### src/rtl/alarm_ctrl_pkg.sv
// Shared definitions for the alarm controller: FSM state encodings and
// packed-BCD limits used by the alarm-time editor.
package alarm_ctrl_pkg;

  typedef enum logic [1:0] {
    ST_IDLE    = 2'b00,
    ST_RINGING = 2'b01,
    ST_SNOOZE  = 2'b10
  } alarm_state_e;

  localparam logic [7:0] BCD_HOUR_MAX = 8'h23;
  localparam logic [7:0] BCD_MIN_MAX  = 8'h59;
  localparam logic [7:0] BCD_ZERO     = 8'h00;

endpackage

### src/rtl/alarm_ctrl_if.sv
// Signal bundle between the clock/keypad side (master) and the alarm
// controller (slave): time-of-day, control levels, button pulses and the
// alarm outputs.
interface alarm_ctrl_if;
  logic       Tick;
  logic [7:0] Hour;
  logic [7:0] Minute;
  logic [7:0] Second;
  logic       AlmEn;
  logic       AlmSet;
  logic       IncH;
  logic       IncM;
  logic       Stop;
  logic [7:0] AlmHour;
  logic [7:0] AlmMin;
  logic       Ring;
  logic [1:0] State;

  modport master (
    output Tick, Hour, Minute, Second, AlmEn, AlmSet, IncH, IncM, Stop,
    input  AlmHour, AlmMin, Ring, State
  );

  modport slave (
    input  Tick, Hour, Minute, Second, AlmEn, AlmSet, IncH, IncM, Stop,
    output AlmHour, AlmMin, Ring, State
  );
endinterface

### src/rtl/alarm_ctrl_bcd_wrap_inc.sv
// bcd_wrap_inc: combinational packed-BCD +1 that wraps to 00 after MAX.
// MAX is itself a packed-BCD value (e.g. 8'h23 for hours, 8'h59 for minutes).
module bcd_wrap_inc
  import alarm_ctrl_pkg::*;
#(
  parameter logic [7:0] MAX = BCD_MIN_MAX
) (
  input  logic [7:0] val_i,
  output logic [7:0] nxt_o
);

  // Wrap at MAX, otherwise carry the units digit into the tens digit at 9.
  always_comb begin
    nxt_o = val_i;
    if (val_i == MAX) begin
      nxt_o = BCD_ZERO;
    end else if (val_i[3:0] == 4'h9) begin
      nxt_o = {val_i[7:4] + 4'h1, 4'h0};
    end else begin
      nxt_o = {val_i[7:4], val_i[3:0] + 4'h1};
    end
  end

endmodule

### src/rtl/alarm_ctrl.sv
// alarm_ctrl: stores an alarm time, compares it against the running clock
// and drives a 1 s on / 1 s off buzzer for RING_SEC seconds.
// Optional feature macro: ALARM_SNOOZE_EN -- Stop while ringing snoozes for
// SNOOZE_SEC seconds instead of silencing outright.
//
// state      | meaning
// -----------+---------------------------------------------------------
// ST_IDLE    | waiting for the alarm time (Ring low)
// ST_RINGING | buzzer active, ring_cnt_q counts elapsed seconds
// ST_SNOOZE  | buzzer silent, snz_cnt_q counts down to re-ring
module alarm_ctrl
  import alarm_ctrl_pkg::*;
#(
  parameter int unsigned RING_SEC   = 60,
  parameter int unsigned SNOOZE_SEC = 300
) (
  input logic         CP,
  input logic         nCR,
  alarm_ctrl_if.slave bus
);

  if (RING_SEC < 1 || RING_SEC > 255 || SNOOZE_SEC < 1 || SNOOZE_SEC > 1023) begin : g_cfg_range
    $error("alarm_ctrl: RING_SEC or SNOOZE_SEC out of range");
  end

  alarm_state_e state_q, state_d;
  logic [7:0]   ring_cnt_q, ring_cnt_d;
  logic [7:0]   alm_hour_q, alm_hour_d;
  logic [7:0]   alm_min_q, alm_min_d;
  logic [7:0]   hour_inc, min_inc;
  logic [8:0]   ring_inc;
  logic         match;
  logic         abort;
`ifdef ALARM_SNOOZE_EN
  logic [9:0]   snz_cnt_q, snz_cnt_d;
`endif

  bcd_wrap_inc #(.MAX(BCD_HOUR_MAX)) u_hour_inc (.val_i(alm_hour_q), .nxt_o(hour_inc));
  bcd_wrap_inc #(.MAX(BCD_MIN_MAX))  u_min_inc  (.val_i(alm_min_q),  .nxt_o(min_inc));

  assign match = bus.Tick && bus.AlmEn && !bus.AlmSet &&
                 (bus.Hour == alm_hour_q) && (bus.Minute == alm_min_q) &&
                 (bus.Second == BCD_ZERO);

  // Disarming or entering edit mode drops any active alarm.
  assign abort    = !bus.AlmEn || bus.AlmSet;
  assign ring_inc = {1'b0, ring_cnt_q} + 9'd1;

  // Registers: FSM state, counters and the stored alarm time.
  always_ff @(posedge CP or negedge nCR) begin
    if (!nCR) begin
      state_q    <= ST_IDLE;
      ring_cnt_q <= 8'd0;
      alm_hour_q <= BCD_ZERO;
      alm_min_q  <= BCD_ZERO;
`ifdef ALARM_SNOOZE_EN
      snz_cnt_q  <= 10'd0;
`endif
    end else begin
      state_q    <= state_d;
      ring_cnt_q <= ring_cnt_d;
      alm_hour_q <= alm_hour_d;
      alm_min_q  <= alm_min_d;
`ifdef ALARM_SNOOZE_EN
      snz_cnt_q  <= snz_cnt_d;
`endif
    end
  end

  // Next-state: alarm-time editing plus the ring/snooze sequencing.
  always_comb begin
    state_d    = state_q;
    ring_cnt_d = ring_cnt_q;
    alm_hour_d = alm_hour_q;
    alm_min_d  = alm_min_q;
`ifdef ALARM_SNOOZE_EN
    snz_cnt_d  = snz_cnt_q;
`endif

    if (bus.AlmSet) begin
      if (bus.IncH) alm_hour_d = hour_inc;
      if (bus.IncM) alm_min_d  = min_inc;
    end

    case (state_q)
      ST_IDLE: begin
        if (match) begin
          state_d    = ST_RINGING;
          ring_cnt_d = 8'd0;
        end
      end
      ST_RINGING: begin
        if (abort) begin
          state_d = ST_IDLE;
        end else if (bus.Stop) begin
`ifdef ALARM_SNOOZE_EN
          state_d   = ST_SNOOZE;
          snz_cnt_d = 10'(SNOOZE_SEC);
`else
          state_d   = ST_IDLE;
`endif
        end else if (bus.Tick) begin
          if (ring_inc == 9'(RING_SEC)) begin
            state_d = ST_IDLE;
          end else begin
            ring_cnt_d = ring_inc[7:0];
          end
        end
      end
`ifdef ALARM_SNOOZE_EN
      ST_SNOOZE: begin
        if (abort || bus.Stop) begin
          state_d = ST_IDLE;
        end else if (bus.Tick) begin
          // Down-counter loaded with SNOOZE_SEC; terminal count at 1.
          if (snz_cnt_q == 10'd1) begin
            state_d    = ST_RINGING;
            ring_cnt_d = 8'd0;
          end else begin
            snz_cnt_d = snz_cnt_q - 10'd1;
          end
        end
      end
`endif
      default: state_d = ST_IDLE;
    endcase
  end

  assign bus.Ring    = (state_q == ST_RINGING) && !ring_cnt_q[0];
  assign bus.State   = state_q;
  assign bus.AlmHour = alm_hour_q;
  assign bus.AlmMin  = alm_min_q;

endmodule

### src/flat_wrapper.sv
// flat-port wrapper written by rule: the top's interface ports become plain ports
module alarm_ctrl_flat import alarm_ctrl_pkg::*;
#(
  parameter int unsigned RING_SEC   = 60,
  parameter int unsigned SNOOZE_SEC = 300
)
  (CP, nCR, bus_Tick, bus_Hour, bus_Minute, bus_Second, bus_AlmEn, bus_AlmSet, bus_IncH, bus_IncM, bus_Stop, bus_AlmHour, bus_AlmMin, bus_Ring, bus_State);
  alarm_ctrl_if bus_i ();
  input logic CP;
  input logic nCR;
  input wire logic [$bits(bus_i.Tick)-1:0] bus_Tick;
  input wire logic [$bits(bus_i.Hour)-1:0] bus_Hour;
  input wire logic [$bits(bus_i.Minute)-1:0] bus_Minute;
  input wire logic [$bits(bus_i.Second)-1:0] bus_Second;
  input wire logic [$bits(bus_i.AlmEn)-1:0] bus_AlmEn;
  input wire logic [$bits(bus_i.AlmSet)-1:0] bus_AlmSet;
  input wire logic [$bits(bus_i.IncH)-1:0] bus_IncH;
  input wire logic [$bits(bus_i.IncM)-1:0] bus_IncM;
  input wire logic [$bits(bus_i.Stop)-1:0] bus_Stop;
  output wire logic [$bits(bus_i.AlmHour)-1:0] bus_AlmHour;
  output wire logic [$bits(bus_i.AlmMin)-1:0] bus_AlmMin;
  output wire logic [$bits(bus_i.Ring)-1:0] bus_Ring;
  output wire logic [$bits(bus_i.State)-1:0] bus_State;
  assign bus_i.Tick = bus_Tick;
  assign bus_i.Hour = bus_Hour;
  assign bus_i.Minute = bus_Minute;
  assign bus_i.Second = bus_Second;
  assign bus_i.AlmEn = bus_AlmEn;
  assign bus_i.AlmSet = bus_AlmSet;
  assign bus_i.IncH = bus_IncH;
  assign bus_i.IncM = bus_IncM;
  assign bus_i.Stop = bus_Stop;
  assign bus_AlmHour = bus_i.AlmHour;
  assign bus_AlmMin = bus_i.AlmMin;
  assign bus_Ring = bus_i.Ring;
  assign bus_State = bus_i.State;
  alarm_ctrl #(.RING_SEC(RING_SEC), .SNOOZE_SEC(SNOOZE_SEC)) u_core (.CP(CP), .nCR(nCR), .bus(bus_i));
endmodule
### config.mk
export PLATFORM = sky130hd
export DESIGN_NAME = alarm_ctrl_flat
export DESIGN_NICKNAME = d
export VERILOG_FILES = /design/src/rtl/alarm_ctrl_pkg.sv /design/src/rtl/alarm_ctrl_if.sv /design/src/rtl/alarm_ctrl_bcd_wrap_inc.sv /design/src/rtl/alarm_ctrl.sv /design/src/flat_wrapper.sv
export SDC_FILE = /design/constraint.sdc
export NUM_CORES = 1
export LEC_CHECK = 0
export CAP_MARGIN = 10
export CORE_MARGIN = 3
export CORE_UTILIZATION = 40
export DETAILED_ROUTE_END_ITERATION = 16
export GPL_ROUTABILITY_DRIVEN = 0
export GPL_TIMING_DRIVEN = 0
export HOLD_SLACK_MARGIN = 0.08
export PLACE_DENSITY = 0.73
export SYNTH_ARGS = -nofsm -noshare
export SYNTH_HDL_FRONTEND = slang
export SYNTH_SLANG_ARGS = --single-unit
### constraint.sdc
create_clock -name CP -period 2.6 [get_ports CP]
set_clock_uncertainty 0.2 [all_clocks]
set_input_delay 0.52 -clock CP [delete_from_list [all_inputs] [get_ports CP]]
set_output_delay 0.52 -clock CP [all_outputs]
set_load 0.03 [all_outputs]
**Word-level counts from Yosys, hierarchy flattened**

Index checks and enable logic that the tools add are counted.

- Register bits after elaboration: 26
- Output and inout port bits: 19
- Word-level logic and storage cells: 63

- Add/subtract/negate cells: 5
- Equal/unequal tests: 15
- Mux-type cells: 16
- Reductions and logical operators: 21

Operator list:

| operator | count |
|---|---|
| 2-to-1 mux 8 bit | 9 |
| adder 4 x 1 -> 4 bit, second input constant | 4 |
| == test 8 bit | 2 |
| one-hot mux 8 bit (2 select lines) | 1 |
| 2-to-1 mux 2 bit | 5 |
| adder 8 x 1 -> 9 bit, second input constant | 1 |
| == test 9 x 6 -> 1 bit, second input constant | 1 |
| AND reduction 3 bit | 3 |
| == test 4 bit, second input constant | 2 |
| == test 8 x 6 -> 1 bit, second input constant | 1 |
| == test 8 x 7 -> 1 bit, second input constant | 1 |
| logical NOT 8 bit | 1 |
| inequality test 2 bit, second input constant | 4 |
| logical AND 1 bit | 6 |
| AND reduction 6 bit | 1 |
| nonzero test 2 bit | 3 |
| inequality test 4 x 2 -> 1 bit, second input constant | 1 |
| inequality test 4 x 3 -> 1 bit, second input constant | 1 |
| one-hot mux 2 bit (2 select lines) | 1 |
| AND reduction 2 bit | 2 |
| logical NOT 1 bit | 3 |
| == test 2 x 1 -> 1 bit, second input constant | 1 |
| logical NOT 2 bit | 1 |
| inequality test 2 x 1 -> 1 bit, second input constant | 1 |
| logical OR 1 bit | 1 |

**Depth between registers and ports, before layout**

- Depth after elaboration: 7
- Mapped depth: 7

**Hierarchy**

Synthesis repeated with hierarchy kept, for this count alone.

- Cells, all modules: 172
- Area total of the unflattened synthesis: 1720.4 um^2

Modules (own cells, without submodules):

| module | instances | cells each | area each (um^2) | seq. area each (um^2) |
|---|---|---|---|---|
| alarm_ctrl | 1 | 119 | 1312.5 | 625.6 |
| bcd_wrap_inc (u_core.u_min_inc) | 1 | 26 | 217.7 | 0.0 |
| bcd_wrap_inc (u_core.u_hour_inc) | 1 | 27 | 190.2 | 0.0 |

**Least setup slack after synthesis**

Ideal clock, no wire load.

- Kind: reg2reg
- From: register u_core.ring_cnt_q[0]
- To: register u_core.ring_cnt_q[5]
- Data arrival time: 2.077 ns
- Required time: 2.276 ns
- Setup slack: 0.199 ns
- Cell stages (with the launch flop): 8
- Period minus slack after synthesis: 2.401 ns
- Cell sequence: dfrtp_1 > ha_1 > nand4_1 > or3b_1 > o311a_4 > o311a_4 > and3_1 > a211o_1

- Longest elaborated chain between the ends: 6
- Elaborated cells between the ends (all ways): 9
- Classes of those cells: add/sub: 1; eq/ne: 2; mux: 5; reduce/logical: 1

Ends and longest elaborated chain:

| element | RTL line | text |
|---|---|---|
| from (decl) | alarm_ctrl.sv:27 | `logic [7:0] ring_cnt_q, ring_cnt_d;` |
| from (signal assigned) | alarm_ctrl.sv:61 | `ring_cnt_q <= ring_cnt_d;` |
| adder 8 x 1 -> 9 bit (*) | alarm_ctrl.sv:47 | `assign ring_inc = {1'b0, ring_cnt_q} + 9'd1;` |
| 2-to-1 mux 8 bit | alarm_ctrl.sv:103 | `if (ring_inc == 9'(RING_SEC)) begin` |
| 2-to-1 mux 8 bit | alarm_ctrl.sv:102 | `end else if (bus.Tick) begin` |
| 2-to-1 mux 8 bit | alarm_ctrl.sv:95 | `end else if (bus.Stop) begin` |
| 2-to-1 mux 8 bit | alarm_ctrl.sv:93 | `if (abort) begin` |
| one-hot mux 8 bit (2 select lines) | alarm_ctrl.sv:85 | `case (state_q)` |

Mark *: on every way between the ends. The rest lies on a longest branch, timed or not. The select of a mux whose other input is x is not followed.
A chain may end at the register's enable or synchronous reset.

**Worst setup path in the final report**

- From: register u_core.ring_cnt_q[1]
- To: register u_core.ring_cnt_q[5]

The elaborated chain is that of the path after synthesis.

==> results.toml <==
[clock_tree]
cts_buffer_depth = 2
cts_made_buffers = 3
clk_latency_ps = 270
cts-hold-fix-buffers = 0
clkTransAtPathRegs_ps = 90
htreeDepth = 1
cts_sinks = 25
cts_tree = "done"
cts_root_buf = "clkbuf_8"

[global_routing]
grt.total_usage = 0.1736
grt_max_degree = 26
grt-ovfl-total = 0
grt_pass1_wl_um = 7107
grt_antenna_before_repair = 0
grt_pass1_vias = 1565

[synthesis]
synth_top_family_by_area = "simple AND/OR/NAND/NOR gates"
synthAdderAreaFrac = 0.07463
yosys.area.top_type = "dfrtp_1"
synth_flop_cell = "dfrtp_1"
ys_types = 43
async_reset_ff_frac = 1.000
yosysSeqAreaShare = 0.3731
synth-edff-count = 0
synthCells = 181
syn_avg_cell_area_um2 = 9.263
synth_xor_area_frac = 0.09403
ys_warn_count = 0
ys_top_cells_by_area = "dfrtp_1 (37%), ha_1 (7.5%), xor2_1 (6.3%), o21ai_0 (4.2%), nand2_1 (3.4%)"
syn_area_mm2 = 0.001677
synth_nets = 223
yosys.area_share.simple = 0.2381
synth_compound_area_frac = 0.1784
ys_ff_latch = 25
synthMuxAreaShare = 0.005970
synth_top_area_share = 0.3731

[placed_design]
port_buffers = 48
dp_hpwl_um = 3174
placed_cells = 277

[timing]
fmax_mhz = 399.9
slew_headroom = 0.5786
rsz0062_at_grt = "false"
worst_pin_slew_ps = 623.6
min_period_ps = 2501
period_share = 0.9618
hold_viol_final = 0
fin_tns_setup_ps = 0
setup_viol = 0
maxSlewViolCount = 0

[cells_and_area]
area_growth_pct = 37.61
final_nets = 278
antennaDiodeCount = 0
instances_no_fill = 283
final_util = 0.5987
drive_gt1_frac = 0.06809

[setup_path]
crit_required_ps = 2560
timing_worst_setup_path_type = "register to register"
endpoint_kind = "register"
startpoint_type = "register"
cp_max_fo = 10
crit_arrival_ps = 2460

[power]
powerDensity_mw_per_mm2 = 740.5
p_leak_nw = 1.031
peakVddDrop_uv = 560.4

[floorplan]
fp.coreArea_mm2 = 0.003854
io_pins = 51
start_util = 0.4351
die_w_um = 70.74
die_h_um = 70.74
fp.dieArea_mm2 = 0.005004
num_rows = 22

[drt]
drc = 0
antenna_left = 0
vias = 1515
viasPerCell = 5.353
drt_pass1_iterations = 4
wirelength_um = 4166
drt-initial-drc-count = 59
wl_per_cell_um = 14.72

[run]
cap_violations = 0

[outcome]
run_status = "completed"

[worst_hold_path]
hp-class = "input pin to asynchronous set/reset pin"
metrics by stage:
| step | hold slack, ps | power [W] | setup WS (ps) | cell area (um^2) |
|---|---|---|---|---|
| after detailed placement | 332.0 | 0.001476 | -295.6 | 2217 |
| final | 347.9 | 0.001709 | 99.35 | 2307 |
| after floorplan | 24.41 | 0.001124 | 198.9 | 1677 |
| after global placement | 322.8 | 0.001463 | -280.7 | 2217 |
| after CTS | 352.6 | 0.001729 | 3.983 | 2262 |
| after global routing | 367.9 | 0.001853 | 4.802 | 2307 |
cells in the final DEF, fill, tap and decap left out, types with 2 or more instances in the layout:
| cell type | count |
|---|---|
| o311a_4 | 2 |
| clkbuf_1 | 3 |
| nor4_1 | 3 |
| buf_4 | 3 |
| clkdlybuf4s50_1 | 48 |
| xor2_1 | 12 |
| clkbuf_8 | 3 |
| inv_1 | 9 |
| xnor2_1 | 6 |
| and3_1 | 6 |
| nand4_1 | 5 |
| nand3b_1 | 2 |
| nor4b_1 | 3 |
| a21oi_1 | 6 |
| nor2_1 | 6 |
| nand3_1 | 8 |
| nand2_1 | 15 |
| a22o_1 | 2 |
| o31ai_1 | 3 |
| dfrtp_2 | 2 |
| ha_1 | 9 |
| dfrtp_1 | 23 |
| nor3_1 | 10 |
| o21ai_0 | 14 |
| nor2b_1 | 3 |
| a211o_1 | 3 |
| a21o_1 | 4 |
final cells by class:
type                    instances  area (um^2)
inverters                       9        33.78
multi-input cells             143         1002
fillers                       367         1546
plain buffers                   4        22.52
well taps                      48        60.06
flip-flops and latches         25        628.1
repair buffers                 50        515.5
clock buffers                   4        45.04
report_power, final:
group	internal [W]	leakage, nW	total, W	switching (W)
sequential	0.000483	0.321	0.000659	0.000176
combinational	0.000379	0.688	0.000813	0.000434
clock	0.000110	0.0228	0.000236	0.000127
cell usage after synthesis, drive strengths merged (2+ instances only):
library cell,instances
o31ai,3
a21o,4
nor2,7
xnor2,6
ha,10
and3,6
nand3,8
a22o,2
buf,2
nor4b,3
nor4,3
xor2,12
inv,9
nor2b,3
nand2,15
o21ai,14
a211o,3
a21oi,6
nand4,5
dfrtp,25
or2,2
clkbuf,2
o311a,2
nor3,11
nand3b,2
state kept, by name (all words and copies together) (netlist names):
name	flops
u_core.bus.State	1
u_core.bus.AlmMin	8
u_core.ring_cnt_q	8
u_core.bus.AlmHour	8
layer usage:
metal | up-vias | track usage | share of wire
met5 | - | 0 | 0
met4 | 0 | 0.04802 | 0.0096
met3 | 6 | 0.04972 | 0.069
met2 | 43 | 0.2873 | 0.48
met1 | 703 | 0.2213 | 0.44
li1 | 763 | - | -
path summary, 6_finish.rpt:
| path | start | endpoint | slack (ps) | cells past startpoint |
|---|---|---|---|---|
| max | u_core.ring_cnt_q[1] | u_core.ring_cnt_q[5] | 100 | 7 |
| min | nCR | u_core.ring_cnt_q[2] | 350 | 1 |
| max reg2reg | u_core.ring_cnt_q[1] | u_core.ring_cnt_q[5] | 100 | 7 |
| min reg2reg | u_core.ring_cnt_q[7] | u_core.ring_cnt_q[7] | 350 | 1 |
| max in group asynchronous | nCR | u_core.ring_cnt_q[0] | 1380 | 2 |
| min in group CP | u_core.ring_cnt_q[7] | u_core.ring_cnt_q[7] | 350 | 1 |
cell families (layout without fill, tap and decap cells):
group	after synthesis	count (layout)
xor+xnor	18	18
mux	1	1
fa+ha+maj	10	10
other cells	1	1
flops	25	25
compound gates	41	41
buf+inv	13	67
simple gates	72	72
worst max-delay path, stage by stage, from the launching register on:
cell and delay, ps:
dfrtp_2 430, ha_2 230, nand4_1 90, or3b_1 400
o311a_4 140, o311a_4 440, and3_1 200, a211o_1 260
repair_timing:
action / CTS / global route
gates resized for setup: 0 / 4
endpoints found under the setup margin: 0 / 8
setup buffers: 0 / 1
Power figures use the tool's default switching activity.
